File: src/rtl/multicycle_control.sv
// Multicycle MIPS control FSM: sequences fetch/decode/execute/memory/writeback,
// handshakes with a variable-latency memory and aborts stalled accesses after a timeout.
module multicycle_control #(
  parameter int unsigned INSTR_W          = 32,
  parameter int unsigned OP_LSB           = 26,
  parameter int unsigned MEM_TIMEOUT      = 16,
  parameter bit          ENABLE_BYTE_HALF = 1'b1
) (
  input  logic               clk,
  input  logic               rst,
  input  logic [INSTR_W-1:0] instr,
  input  logic               mem_ready,
  output logic               ir_write,
  output logic               pc_write,
  output logic               pc_write_cond,
  output logic [1:0]         branch_type,
  output logic               jump,
  output logic               mem_read,
  output logic               mem_write,
  output logic [1:0]         mem_size,
  output logic               mem_to_reg,
  output logic               reg_dst,
  output logic               reg_write,
  output logic               alu_src,
  output logic [2:0]         alu_op,
  output logic               illegal_op,
  output logic               mem_timeout,
  output logic [3:0]         state
);

  localparam int unsigned CntW = $clog2(MEM_TIMEOUT + 1);
  localparam logic [CntW-1:0] CntLast = CntW'(MEM_TIMEOUT - 1);

  localparam logic [5:0] OpRtype = 6'b000000;
  localparam logic [5:0] OpJ     = 6'b000010;
  localparam logic [5:0] OpBeq   = 6'b000100;
  localparam logic [5:0] OpBne   = 6'b000101;
  localparam logic [5:0] OpBgtz  = 6'b000111;
  localparam logic [5:0] OpAddi  = 6'b001000;
  localparam logic [5:0] OpSlti  = 6'b001010;
  localparam logic [5:0] OpAndi  = 6'b001100;
  localparam logic [5:0] OpOri   = 6'b001101;
  localparam logic [5:0] OpLb    = 6'b100000;
  localparam logic [5:0] OpLh    = 6'b100001;
  localparam logic [5:0] OpLw    = 6'b100011;
  localparam logic [5:0] OpSb    = 6'b101000;
  localparam logic [5:0] OpSh    = 6'b101001;
  localparam logic [5:0] OpSw    = 6'b101011;

  localparam logic [2:0] AluAdd   = 3'b000;
  localparam logic [2:0] AluSub   = 3'b001;
  localparam logic [2:0] AluFunct = 3'b010;
  localparam logic [2:0] AluAnd   = 3'b011;
  localparam logic [2:0] AluOr    = 3'b100;
  localparam logic [2:0] AluSlt   = 3'b101;

  typedef enum logic [3:0] {
    StFetch  = 4'd0,
    StDecode = 4'd1,
    StMemAdr = 4'd2,
    StMemRd  = 4'd3,
    StMemWb  = 4'd4,
    StMemWr  = 4'd5,
    StExecR  = 4'd6,
    StRwb    = 4'd7,
    StBranch = 4'd8,
    StJump   = 4'd9,
    StExecI  = 4'd10,
    StIwb    = 4'd11
  } state_e;

  state_e          state_q, state_d;
  logic [5:0]      opcode_q, opcode_d;
  logic [CntW-1:0] cnt_q, cnt_d;

  logic       is_load, is_store, is_imm, is_branch;
  logic       wait_state, timeout_hit;
  logic [1:0] size_dec, btype_dec;
  logic [2:0] imm_alu;

  // Only the opcode field is consumed; the rest of the word belongs to the datapath.
  logic unused_instr;
  assign unused_instr = ^instr;

  always_comb begin
    is_load   = (opcode_q == OpLw) ||
                (ENABLE_BYTE_HALF && ((opcode_q == OpLh) || (opcode_q == OpLb)));
    is_store  = (opcode_q == OpSw) ||
                (ENABLE_BYTE_HALF && ((opcode_q == OpSh) || (opcode_q == OpSb)));
    is_imm    = (opcode_q == OpAddi) || (opcode_q == OpAndi) ||
                (opcode_q == OpOri)  || (opcode_q == OpSlti);
    is_branch = (opcode_q == OpBeq) || (opcode_q == OpBne) || (opcode_q == OpBgtz);

    // Low opcode bits separate word (x11), half (x01) and byte (x00) accesses.
    if (opcode_q[1])      size_dec = 2'b00;
    else if (opcode_q[0]) size_dec = 2'b01;
    else                  size_dec = 2'b10;

    if (opcode_q == OpBne)       btype_dec = 2'b01;
    else if (opcode_q == OpBgtz) btype_dec = 2'b10;
    else                         btype_dec = 2'b00;

    if (opcode_q == OpAndi)      imm_alu = AluAnd;
    else if (opcode_q == OpOri)  imm_alu = AluOr;
    else if (opcode_q == OpSlti) imm_alu = AluSlt;
    else                         imm_alu = AluAdd;
  end

  assign wait_state  = (state_q == StFetch) || (state_q == StMemRd) || (state_q == StMemWr);
  // mem_ready in the final cycle takes priority over the abort.
  assign timeout_hit = wait_state && !mem_ready && (cnt_q == CntLast);

  always_comb begin
    state_d       = state_q;
    opcode_d      = opcode_q;
    ir_write      = 1'b0;
    pc_write      = 1'b0;
    pc_write_cond = 1'b0;
    branch_type   = 2'b00;
    jump          = 1'b0;
    mem_read      = 1'b0;
    mem_write     = 1'b0;
    mem_size      = 2'b00;
    mem_to_reg    = 1'b0;
    reg_dst       = 1'b0;
    reg_write     = 1'b0;
    alu_src       = 1'b0;
    alu_op        = AluAdd;
    illegal_op    = 1'b0;
    mem_timeout   = timeout_hit;

    unique case (state_q)
      StFetch: begin
        mem_read = 1'b1;
        if (mem_ready) begin
          ir_write = 1'b1;
          pc_write = 1'b1;
          opcode_d = instr[OP_LSB +: 6];
          state_d  = StDecode;
        end
      end
      StDecode: begin
        alu_op = AluAdd;
        if (is_load || is_store)    state_d = StMemAdr;
        else if (opcode_q == OpRtype) state_d = StExecR;
        else if (is_imm)            state_d = StExecI;
        else if (is_branch)         state_d = StBranch;
        else if (opcode_q == OpJ)   state_d = StJump;
        else begin
          illegal_op = 1'b1;
          state_d    = StFetch;
        end
      end
      StMemAdr: begin
        alu_src = 1'b1;
        alu_op  = AluAdd;
        state_d = is_load ? StMemRd : StMemWr;
      end
      StMemRd: begin
        mem_read = 1'b1;
        mem_size = size_dec;
        if (mem_ready)        state_d = StMemWb;
        else if (timeout_hit) state_d = StFetch;
      end
      StMemWr: begin
        mem_write = 1'b1;
        mem_size  = size_dec;
        if (mem_ready || timeout_hit) state_d = StFetch;
      end
      StMemWb: begin
        reg_write  = 1'b1;
        mem_to_reg = 1'b1;
        reg_dst    = 1'b0;
        state_d    = StFetch;
      end
      StExecR: begin
        alu_op  = AluFunct;
        alu_src = 1'b0;
        state_d = StRwb;
      end
      StRwb: begin
        reg_write = 1'b1;
        reg_dst   = 1'b1;
        alu_op    = AluFunct;
        state_d   = StFetch;
      end
      StExecI: begin
        alu_src = 1'b1;
        alu_op  = imm_alu;
        state_d = StIwb;
      end
      StIwb: begin
        reg_write = 1'b1;
        reg_dst   = 1'b0;
        alu_src   = 1'b1;
        alu_op    = imm_alu;
        state_d   = StFetch;
      end
      StBranch: begin
        alu_op        = AluSub;
        pc_write_cond = 1'b1;
        branch_type   = btype_dec;
        state_d       = StFetch;
      end
      StJump: begin
        jump     = 1'b1;
        pc_write = 1'b1;
        state_d  = StFetch;
      end
      default: state_d = StFetch;
    endcase
  end

  // A FETCH timeout keeps the same state, so the abort itself must also clear the counter.
  always_comb begin
    if ((state_d != state_q) || timeout_hit) cnt_d = '0;
    else if (wait_state && !mem_ready)       cnt_d = cnt_q + CntW'(1);
    else                                     cnt_d = cnt_q;
  end

  always_ff @(posedge clk) begin
    if (rst) begin
      state_q  <= StFetch;
      opcode_q <= 6'b000000;
      cnt_q    <= '0;
    end else begin
      state_q  <= state_d;
      opcode_q <= opcode_d;
      cnt_q    <= cnt_d;
    end
  end

  assign state = state_q;

endmodule
File: config.mk
export PLATFORM = sky130hd
export DESIGN_NAME = multicycle_control
export DESIGN_NICKNAME = d
export VERILOG_FILES = /design/src/rtl/multicycle_control.sv
export SDC_FILE = /design/constraint.sdc
export NUM_CORES = 1
export LEC_CHECK = 0
export ABC_AREA = 1
export BUFFER_PORTS_ARGS = -buffer_cell sky130_fd_sc_hd__buf_2
export CAP_MARGIN = 10
export CORE_MARGIN = 2
export CORE_UTILIZATION = 44
export CTS_CLUSTER_SIZE = 16
export DETAILED_ROUTE_END_ITERATION = 10
export GPL_TIMING_DRIVEN = 0
export PLACE_DENSITY = 0.75
export REMOVE_ABC_BUFFERS = 1
export SETUP_SLACK_MARGIN = 0.2
export SLEW_MARGIN = 15
export SYNTH_ARGS = -nofsm -noshare
export SYNTH_HDL_FRONTEND = slang
export SYNTH_SLANG_ARGS = --single-unit
File: constraint.sdc
create_clock -name clk -period 2.15 [get_ports clk]
set_input_delay 0 -clock clk [delete_from_list [all_inputs] [get_ports clk]]
set_output_delay 0 -clock clk [all_outputs]
set_load 0.02 [all_outputs]
# [After elaboration in Yosys (flattened, before gate mapping)]
# Index checks and enable logic that the tools add are counted.
# W data, S select, Z words.
[totals] regBits=15 latch_bits=0 ram_bits=0 mem_bits_ro=0 input_bits=35 out_inout_bits=23 wordCells=96 memories=0
[classes] add_sub_neg=1 multipliers=0 div_mod_pow=0 magnitude_cmp=0 eq_ne=27 shift=0 mux=38 n_bitwise=0 n_reduce_logical=27
[ops] cell="$eq A6 B6 Y1 const B" count=6
[ops] cell="$mux W4" count=9
[ops] cell="$pmux W4 S7" count=1
[ops] cell="$eq A6 B4 Y1 const B" count=4
[ops] cell="$eq A6 B3 Y1 const B" count=3
[ops] cell="$eq A4 B3 Y1 const B" count=4
[ops] cell="$eq A4 B4 Y1 const B" count=4
[ops] cell="$mux W1" count=16
[ops] cell="$logic_or A1 B1 Y1" count=14
[ops] cell="$mux W2" count=6
[ops] cell="$mux W3" count=4
[ops] cell="$reduce_or A2 Y1" count=5
[ops] cell="$pmux W3 S3" count=1
[ops] cell="$eq A4 B2 Y1 const B" count=2
[ops] cell="$eq A6 B2 Y1 const B" count=1
[ops] cell="$logic_not A6 Y1" count=1
[ops] cell="$reduce_or A3 Y1" count=2
[ops] cell="$add A5 B1 Y5 const B" count=1
[ops] cell="$eq A5 B4 Y1 const B" count=1
[ops] cell="$eq A4 B1 Y1 const B" count=1
[ops] cell="$logic_not A4 Y1" count=1
[ops] cell="$ne A4 B4 Y1" count=1
[ops] cell="$logic_and A1 B1 Y1" count=2
[ops] cell="$pmux W1 S2" count=1
[ops] cell="other kinds (2)" count=2

# [Longest topological paths before layout]
# Gate-level depths: netlist of run 1.
[logic_depth] depth_word=11 ltp_mapped=11

# [Worst setup path before layout of run 1]
# OpenSTA, ideal clock, no wires.
[synth_path] kind="flip-flop to flip-flop" start="register state_q[0] (netlist: state[0])" end="register cnt_q[0]" arrival_time_ns=1.521 t_required_ns=2.086 path_slack_ns=0.566 stages_incl_launch_ff=10 n_path_buf=0 cell_sequence="dfxtp_1 nand2_1 nor2_2 nand3b_1 nand3_1 or2_1 nor2_1 nor2_2 nand2_2 nor2_1"
[synth_via] elab_chain_len=11 word_cells_on_any_way=20 classes_between="eq/ne (7); mux (5); reduce/logical (8)"
[synth_lines] item="start: declaration" line="72" rtl="state_e state_q, state_d;"
[synth_lines] item="start signal: assignment" line="223" rtl="state_q <= StFetch;"
[synth_lines] item="start signal: assignment" line="227" rtl="state_q <= state_d;"
[synth_lines] item="$eq A4 B2 Y1 / $logic_not A4 Y1 (equally long branches)" line="109, 132"
[synth_lines] item="$logic_or A1 B1 Y1 (2 in series)" line="109" rtl="assign wait_state = (state_q == StFetch) || (state_q == StMemRd) || (state_q == StMemWr);"
[synth_lines] item="$logic_and A1 B1 Y1" line="111, 217"
[synth_lines] item="$logic_and A1 B1 Y1" line="111" rtl="assign timeout_hit = wait_state && !mem_ready && (cnt_q == CntLast);"
[synth_lines] item="$mux W4 / $logic_or A1 B1 Y1 (equally long branches)" line="163, 168"
[synth_lines] item="$mux W4, on equally long branches" line="162, 168"
[synth_lines] item="$pmux W4 S7" line="132" rtl="unique case (state_q)"
[synth_lines] item="$ne A4 B4 Y1" line="216" rtl="if ((state_d != state_q) || timeout_hit) cnt_d = '0;"
[synth_lines] item="$logic_or A1 B1 Y1" line="216"
[synth_lines] item="$reduce_or A2 Y1 (no line)"
[synth_lines] item="end signal: assignment" line="229" rtl="cnt_q <= cnt_d;"
[synth_lines] item="end: declaration" line="74" rtl="logic [CntW-1:0] cnt_q, cnt_d;"
# Several ways; a longest one is shown, not always the timed one.
# A chain may end at the register's enable or synchronous reset.

# [Worst setup path in the final report of run 1]
[layout_path] start="register cnt_q[0]" end="register cnt_q[2]"
[layout_via] elab_chain_len=8 word_cells_on_any_way=11 classes_between="add/sub (1); eq/ne (2); mux (4); reduce/logical (4)"
[layout_lines] item="$eq A5 B4 Y1" line="111"
[layout_lines] item="$logic_and A1 B1 Y1" line="111"
[layout_lines] item="$mux W4 / $logic_or A1 B1 Y1 (equally long branches)" line="163, 168"
[layout_lines] item="$mux W4, on equally long branches" line="162, 168"
[layout_lines] item="$pmux W4 S7" line="132"
[layout_lines] item="$ne A4 B4 Y1" line="216"
[layout_lines] item="$logic_or A1 B1 Y1" line="216"
[layout_lines] item="$reduce_or A2 Y1 (no line)"
# Several ways; a longest one is shown, not always the timed one.

==> qor.csv, run 1 <==
metric,value,unit
synth_top_area_cell,dfxtp_1,
synth_top_area_share,27.3,%
fin_crit,1.72,ns
htreeDepth,1,
synth_warnings,0,
path_clk_slew,0.10,ns
cts_tree,built,
tns,0,ns
yosys.cell_count.top_type,nor2_1,
postRouteAntennaNets,0,
antenna_found_initial,0,
cp_data_required_time,2.34,ns
cp_slowest_cell,dfxtp_1,
diodes,0,
maxSlewHeadroom,79.9,%
cpLargestDelayFamily,simple AND/OR/NAND/NOR gates,
grt_pass1_vias,953,
max_freq,580,MHz
critPathArrivalTime,1.92,ns
ios,58,
critical_path.cell_chain,ha_1 -> inv_1 -> nor2_1 -> ha_1 -> nand3b_1 -> nand3_1 -> or2_1 -> nor2_1 -> nor2_2 -> nand2_2 -> nor2_1,
wl_per_cell,10.0,um
cp_max_fo,5,
final_cells,250,
post_cts.repair.setup_buffers,0,
async_reset_ff_share,0,%
reg2reg_slack,0.43,ns
drt-pass1-iter-count,4,
ys.flop_type,dfxtp_1,
drt_iter0_drc,26,
row_count,18,
cts_inserted_buffers,3,
drcViolationCount,0,
crit_top_cell,nor2_1,
leakage,0.744,nW
whs_path_depth,4,
reg2reg_depth,11,
clock-sinks,15,
wl,2500,um
synthTopCellsByArea,"dfxtp_1, nor2_1, inv_1",
dieWidth,54.0,um
setup_viol,0,
fin_skew,0.00236,ns
drive_gt1_share,26.4,%
io_buffers,31,
grt_pass1_wl,3910,um
grt_max_degree,14,
hold_viol,0,
powerDensity,691,nW/um^2
place_congestion,0.905,
nets,258,
synth_edf_count,0,
die-area,2920,um^2
root_buffer,clkbuf_4,
place_inst,239,
num_vias,1180,
ctsLongestPathBuffers,2,
insertion_delay,0.29,ns
initial_core_util,45.3,%
critical_path_depth,11,
grt_overflow,0,
syn-instance-count,179,
place_hpwl,1990,um
ys_seq_area_share,27.3,%
core-area,2430,um^2
hold_class,in2reg,
finalCritPeriodShare,80.1,%
synth_commonest_cells,"nor2_1, inv_1, nand2_1, dfxtp_1, nand3_1",
outcome,completed,
syn_area,1100,um^2
grtUsageTotal,18.7,%
rsz0062_at_grt,no,
worst_slew_pin_slew,0.298,ns
crit_type,reg2reg,
slowest_delay,0.38,ns
syn_to_final_growth,25.9,%
viasPerCell,4.72,
ys_ff_latch,15,
cp_num_buf_inv,1,
slew_violations,0,
die_y,54.0,um
crit_path_start_kind,register,
synth_cell_types,25,
cp-end-kind,register,
ir_drop,0.000354,V
cts_resized,0,
cap_violations,0,
avgSynthCellArea,6.15,um^2
power by group:
part           switching [mW]  total (mW)  internal (mW)
clock network          0.0991       0.168         0.0692
registers              0.0420       0.353          0.311
logic                   0.288       0.436          0.147
total                   0.429       0.957          0.528
metrics by stage:
stage                     instance area (um^2)  worst slack [ns]  total power [mW]  util [%]  hold slack (ns)
after floorplan                           1100             0.566             0.682         -           0.0691
after global routing                      1390             0.211              1.03      57.0            0.213
after detailed placement                  1290             0.421             0.786      53.0            0.214
after global placement                    1290             0.418             0.782      53.0            0.212
final                                     1390             0.427             0.957      57.0            0.177
after CTS                                 1390             0.401             0.960      57.0            0.172
layout by cell type, fill, tap and decap left out, drive strengths merged:
cell type and count:
clkinv 1, o31ai 1, xnor2 1, nand3 18, nand4 1, a21oi 7
nor3 2, or2 1, clkbuf 3, dfxtp 15, o21ai 12, ha 2
o221ai 1, nor2 41, o2111ai 1, mux2 1, buf 31, inv 34
nand3b 3, nand2 35, xor2 2, dlygate4sd3 7
path summary, 6_finish.rpt:
check              startpoint          end
setup / recovery     cnt_q[0]     cnt_q[2]
hold / removal      mem_ready     state[0]
setup reg to reg     cnt_q[0]     cnt_q[2]
hold reg to reg   opcode_q[5]  opcode_q[5]
cell families (layout without fill, tap and decap cells):
| kind of cell | count (synthesis) | count (layout) | synth area share [%] |
|---|---|---|---|
| adder cells (fa/ha/maj) | 2 | 2 | 2.27 |
| multiplexers | 1 | 1 | 1.02 |
| XOR/XNOR | 3 | 3 | 2.39 |
| buffers and inverters | 35 | 76 | 12.0 |
| flip-flops | 15 | 15 | 27.3 |
| AO/OA/AOI/OAI | 22 | 22 | 10.9 |
| AND/OR/NAND/NOR | 101 | 101 | 44.1 |
state kept, by name (all words and copies together) (netlist names):
name,cells
state,4
cnt_q,5
opcode_q,6
metal layers:
layer	part of all wire [%]	track usage [%]	vias to the layer above
li1	-	-	642
met4	1.9	10.0	0
met3	4.9	2.50	5
met5	0	0	-
met2	44	31.5	32
met1	49	23.0	501
area by class of cell:
type | count | area (um^2)
Fill cell | 256 | 1050
Multi-Input combinational cell | 129 | 668
Sequential cell | 15 | 300
Timing Repair Buffer | 38 | 225
Inverter | 34 | 128
Tap cell | 30 | 37.5
Clock buffer | 3 | 22.5
Clock inverter | 1 | 5.00
worst reg2reg max path, stage by stage, from the launching register on:
cell and delay (ns):
dfxtp_1 0.38, ha_1 0.15, inv_1 0.04, nor2_1 0.10
ha_1 0.19, nand3b_1 0.12, nand3_1 0.10, or2_1 0.23
nor2_1 0.11, nor2_2 0.06, nand2_2 0.10, nor2_1 0.05
repair_timing:
item | CTS | global route
endpoints found under the setup margin | 0 | 0
hold buffers | 7 | 0
hold endpoints to repair | 9 | 0
(Power assumes the default switching activity.)
==> run 2, diff against run 1 <==
--- a/config.mk
+++ b/config.mk
@@ -5,15 +5,15 @@
 export SDC_FILE = /design/constraint.sdc
 export NUM_CORES = 1
 export LEC_CHECK = 0
-export ABC_AREA = 1
+export ABC_AREA = 0
 export BUFFER_PORTS_ARGS = -buffer_cell sky130_fd_sc_hd__buf_2
 export CAP_MARGIN = 10
 export CORE_MARGIN = 2
-export CORE_UTILIZATION = 44
+export CORE_UTILIZATION = 46
 export CTS_CLUSTER_SIZE = 16
 export DETAILED_ROUTE_END_ITERATION = 10
 export GPL_TIMING_DRIVEN = 0
-export PLACE_DENSITY = 0.75
+export PLACE_DENSITY = 0.77
 export REMOVE_ABC_BUFFERS = 1
 export SETUP_SLACK_MARGIN = 0.2
 export SLEW_MARGIN = 15
==> constraint.sdc (replaced) <==
create_clock -name clk -period 1.8 [get_ports clk]
set_input_delay 0 -clock clk [delete_from_list [all_inputs] [get_ports clk]]
set_output_delay 0 -clock clk [all_outputs]
set_load 0.02 [all_outputs]
==> qor.csv, run 2 <==
metric,value,unit,change
die-area,3050,um^2,+4.4%
fin_util,66.6,%,+9.6 points
r2r-start,cnt_q[1],,
fin_crit,1.81,ns,+0.0854 ns
synth_cell_types,44,,+76%
tns,-0.00825,ns,-0.00825 ns
path_clk_slew,0.10,ns,about the same
grt_max_degree,20,,+6
ios,58,,unchanged
ys.flop_type,dfxtp_1,,
synth_top_area_share,24.9,%,-2.4 points
ys_ff_latch,15,,unchanged
wl,3410,um,+37%
finalCritPeriodShare,100,%,+20 points
slew_violations,0,,unchanged
cap_violations,0,,unchanged
grtUsageTotal,21.6,%,+2.9 points
die_y,55.2,um,+2.2%
dieWidth,55.2,um,+2.2%
synth_top_area_cell,dfxtp_1,,
antenna_found_initial,0,,unchanged
final_cell_mix,"buf_2, nor2_1, buf_4",,
critPathArrivalTime,1.99,ns,+0.07 ns
synth_warnings,0,,unchanged
synth_commonest_cells,"nor2_1, dfxtp_1, nor2b_1",,
hold_viol,0,,unchanged
syn_area,1210,um^2,+9.5%
async_reset_ff_share,0,%,unchanged
cp_data_required_time,1.98,ns,-0.36 ns
grt_pass1_vias,1226,,+29%
core-area,2480,um^2,+1.9%
drt_iter0_drc,59,,+130%
diodes,0,,unchanged
outcome,"complete, but fails checks",,
place_congestion,0.839,,-7.4%
fin_skew,0.0120,ns,+0.00965 ns
hold_class,in2reg,,
max_freq,553,MHz,-4.7%
synth_edf_count,0,,unchanged
violations,setup timing,,
setup_viol,1,,+1
maxSlewHeadroom,70.6,%,-9.3 points
drt-pass1-iter-count,4,,unchanged
powerDensity,909,nW/um^2,+32%
cts_inserted_buffers,3,,unchanged
place_hpwl,2080,um,+4.3%
ir_drop,0.000642,V,+82%
io_buffers,31,,unchanged
worst_slew_pin_slew,0.436,ns,+0.138 ns
n_fill_cell,203,,-21%
syn-instance-count,160,,-11%
wl_per_cell,14.8,um,+48%
cts_tree,built,,
finalInstanceArea,1650,um^2,+19%
row_count,18,,unchanged
setup_ws,-0.00825,ns,-0.435 ns
drive_gt1_share,39.3,%,+13 points
cp-end-kind,register,,
leakage,0.699,nW,-6.1%
htreeDepth,1,,unchanged
num_vias,1367,,+16%
yosys.cell_count.top_type,nor2_1,,
avgSynthCellArea,7.54,um^2,+23%
cp_max_fo,5,,unchanged
grt_pass1_wl,5460,um,+40%
final_common_cell,buf_2,,
pre_cts_ws,-0.232,ns,-0.653 ns
synthTopCellsByArea,"dfxtp_1, nor2_1, mux2i_1",,
rsz0062_at_grt,yes,,
crit_path_start_kind,register,,
initial_core_util,48.7,%,+3.4 points
ctsLongestPathBuffers,2,,unchanged
hold_slack,0.0224,ns,-0.155 ns
postRouteAntennaNets,0,,unchanged
insertion_delay,0.29,ns,about the same
ys_seq_area_share,24.9,%,-2.4 points
crit_type,reg2reg,,
drcViolationCount,0,,unchanged
syn_to_final_growth,36.8,%,
viasPerCell,5.92,,+25%
cp-startpoint,cnt_q[1],,
largest_register_ffs,6,,unchanged
nets,239,,-7.4%
grt_overflow,0,,unchanged
placed_cell_area,1340,um^2,+3.7%
clock-sinks,15,,unchanged
root_buffer,clkbuf_4,,
hp-start,rst,,
top_register,opcode_q,,
## run 2: changes by cell type after synthesis, moves of 5 or more
| cell | change |
|---|---|
| nand2_1 | -22 |
| inv_2 | -5 |
| nand2_2 | -6 |
| nor2_1 | -7 |
| mux2i_1 | +7 |
| inv_1 | -22 |
| nor2b_1 | +8 |
| clkbuf_1 | +7 |
| nand2b_1 | +6 |
| nand3_1 | -11 |
| nor2_2 | -5 |
## run 2: power breakdown
part | switching (mW) | leakage, nW | internal [mW]
logic | 0.449 | 0.556 | 0.353
clock network | 0.110 | 0.0150 | 0.0861
registers | 0.119 | 0.127 | 0.384
## run 2: critical path, cell delays in order (launching register included)
cell,delay [ns]
dfxtp_2,0.35
ha_4,0.15
and3_4,0.17
ha_4,0.17
nor4b_4,0.29
nor2_1,0.08
o22a_2,0.27
a2111oi_4,0.22
## run 2: stage by stage
step / total power [mW] / std cells
2_1_floorplan: 0.964 / 147
3_3_place_gp: 1.13 / 208
3_5_place_dp: 1.15 / 208
4_1_cts: 1.41 / 222
5_1_grt: 1.59 / 231
6_report: 1.50 / 231
## run 2: repair_timing
action                     4_1_cts  5_1_grt
hold buffers                     6        0
hold endpoints to repair         6        0
cloned                           0        0
setup buffers                    4        9
pin swaps                       10        4
resized for setup               25        9
setup endpoints to repair       31       14
## run 2: area by class of cell
cell class	instances	area, um^2	area share, %
clock buffers	4	26.3	1.59
inverters	7	26.3	1.59
multi-input cells	125	922	55.9
flip-flops and latches	15	322	19.5
well taps	30	37.5	2.27
repair buffers	50	317	19.2
## run 2: final timing paths
path | to | slack (ns) | depth (start not counted)
worst min register to register | cnt_q[2] | 0.55 | 2
worst max-delay path | cnt_q[3] | -0.008 | 7
worst max register to register | cnt_q[3] | -0.008 | 7
worst min-delay path | state[0] | 0.02 | 2
## run 2: cell families after synthesis
logic type | share of synthesized area, %
and+or+nand+nor | 34.2
AOI/OAI and AO/OA | 21.8
buffers and inverters | 7.37
DFF | 24.9
muxes | 6.74
xor gates and xnor gates | 2.91
adders and majority gates | 2.07
## run 2: per-layer routing
metal | up-vias | routed length (um) | GRT usage, % | part of all wire [%]
met2 | 61 | 1630 | 37.4 | 48
met5 | - | 0 | 0 | 0
met1 | 637 | 1510 | 26.9 | 44
li1 | 661 | - | - | -
met4 | 0 | 59 | 8.01 | 1.7
met3 | 8 | 215 | 3.28 | 6.3
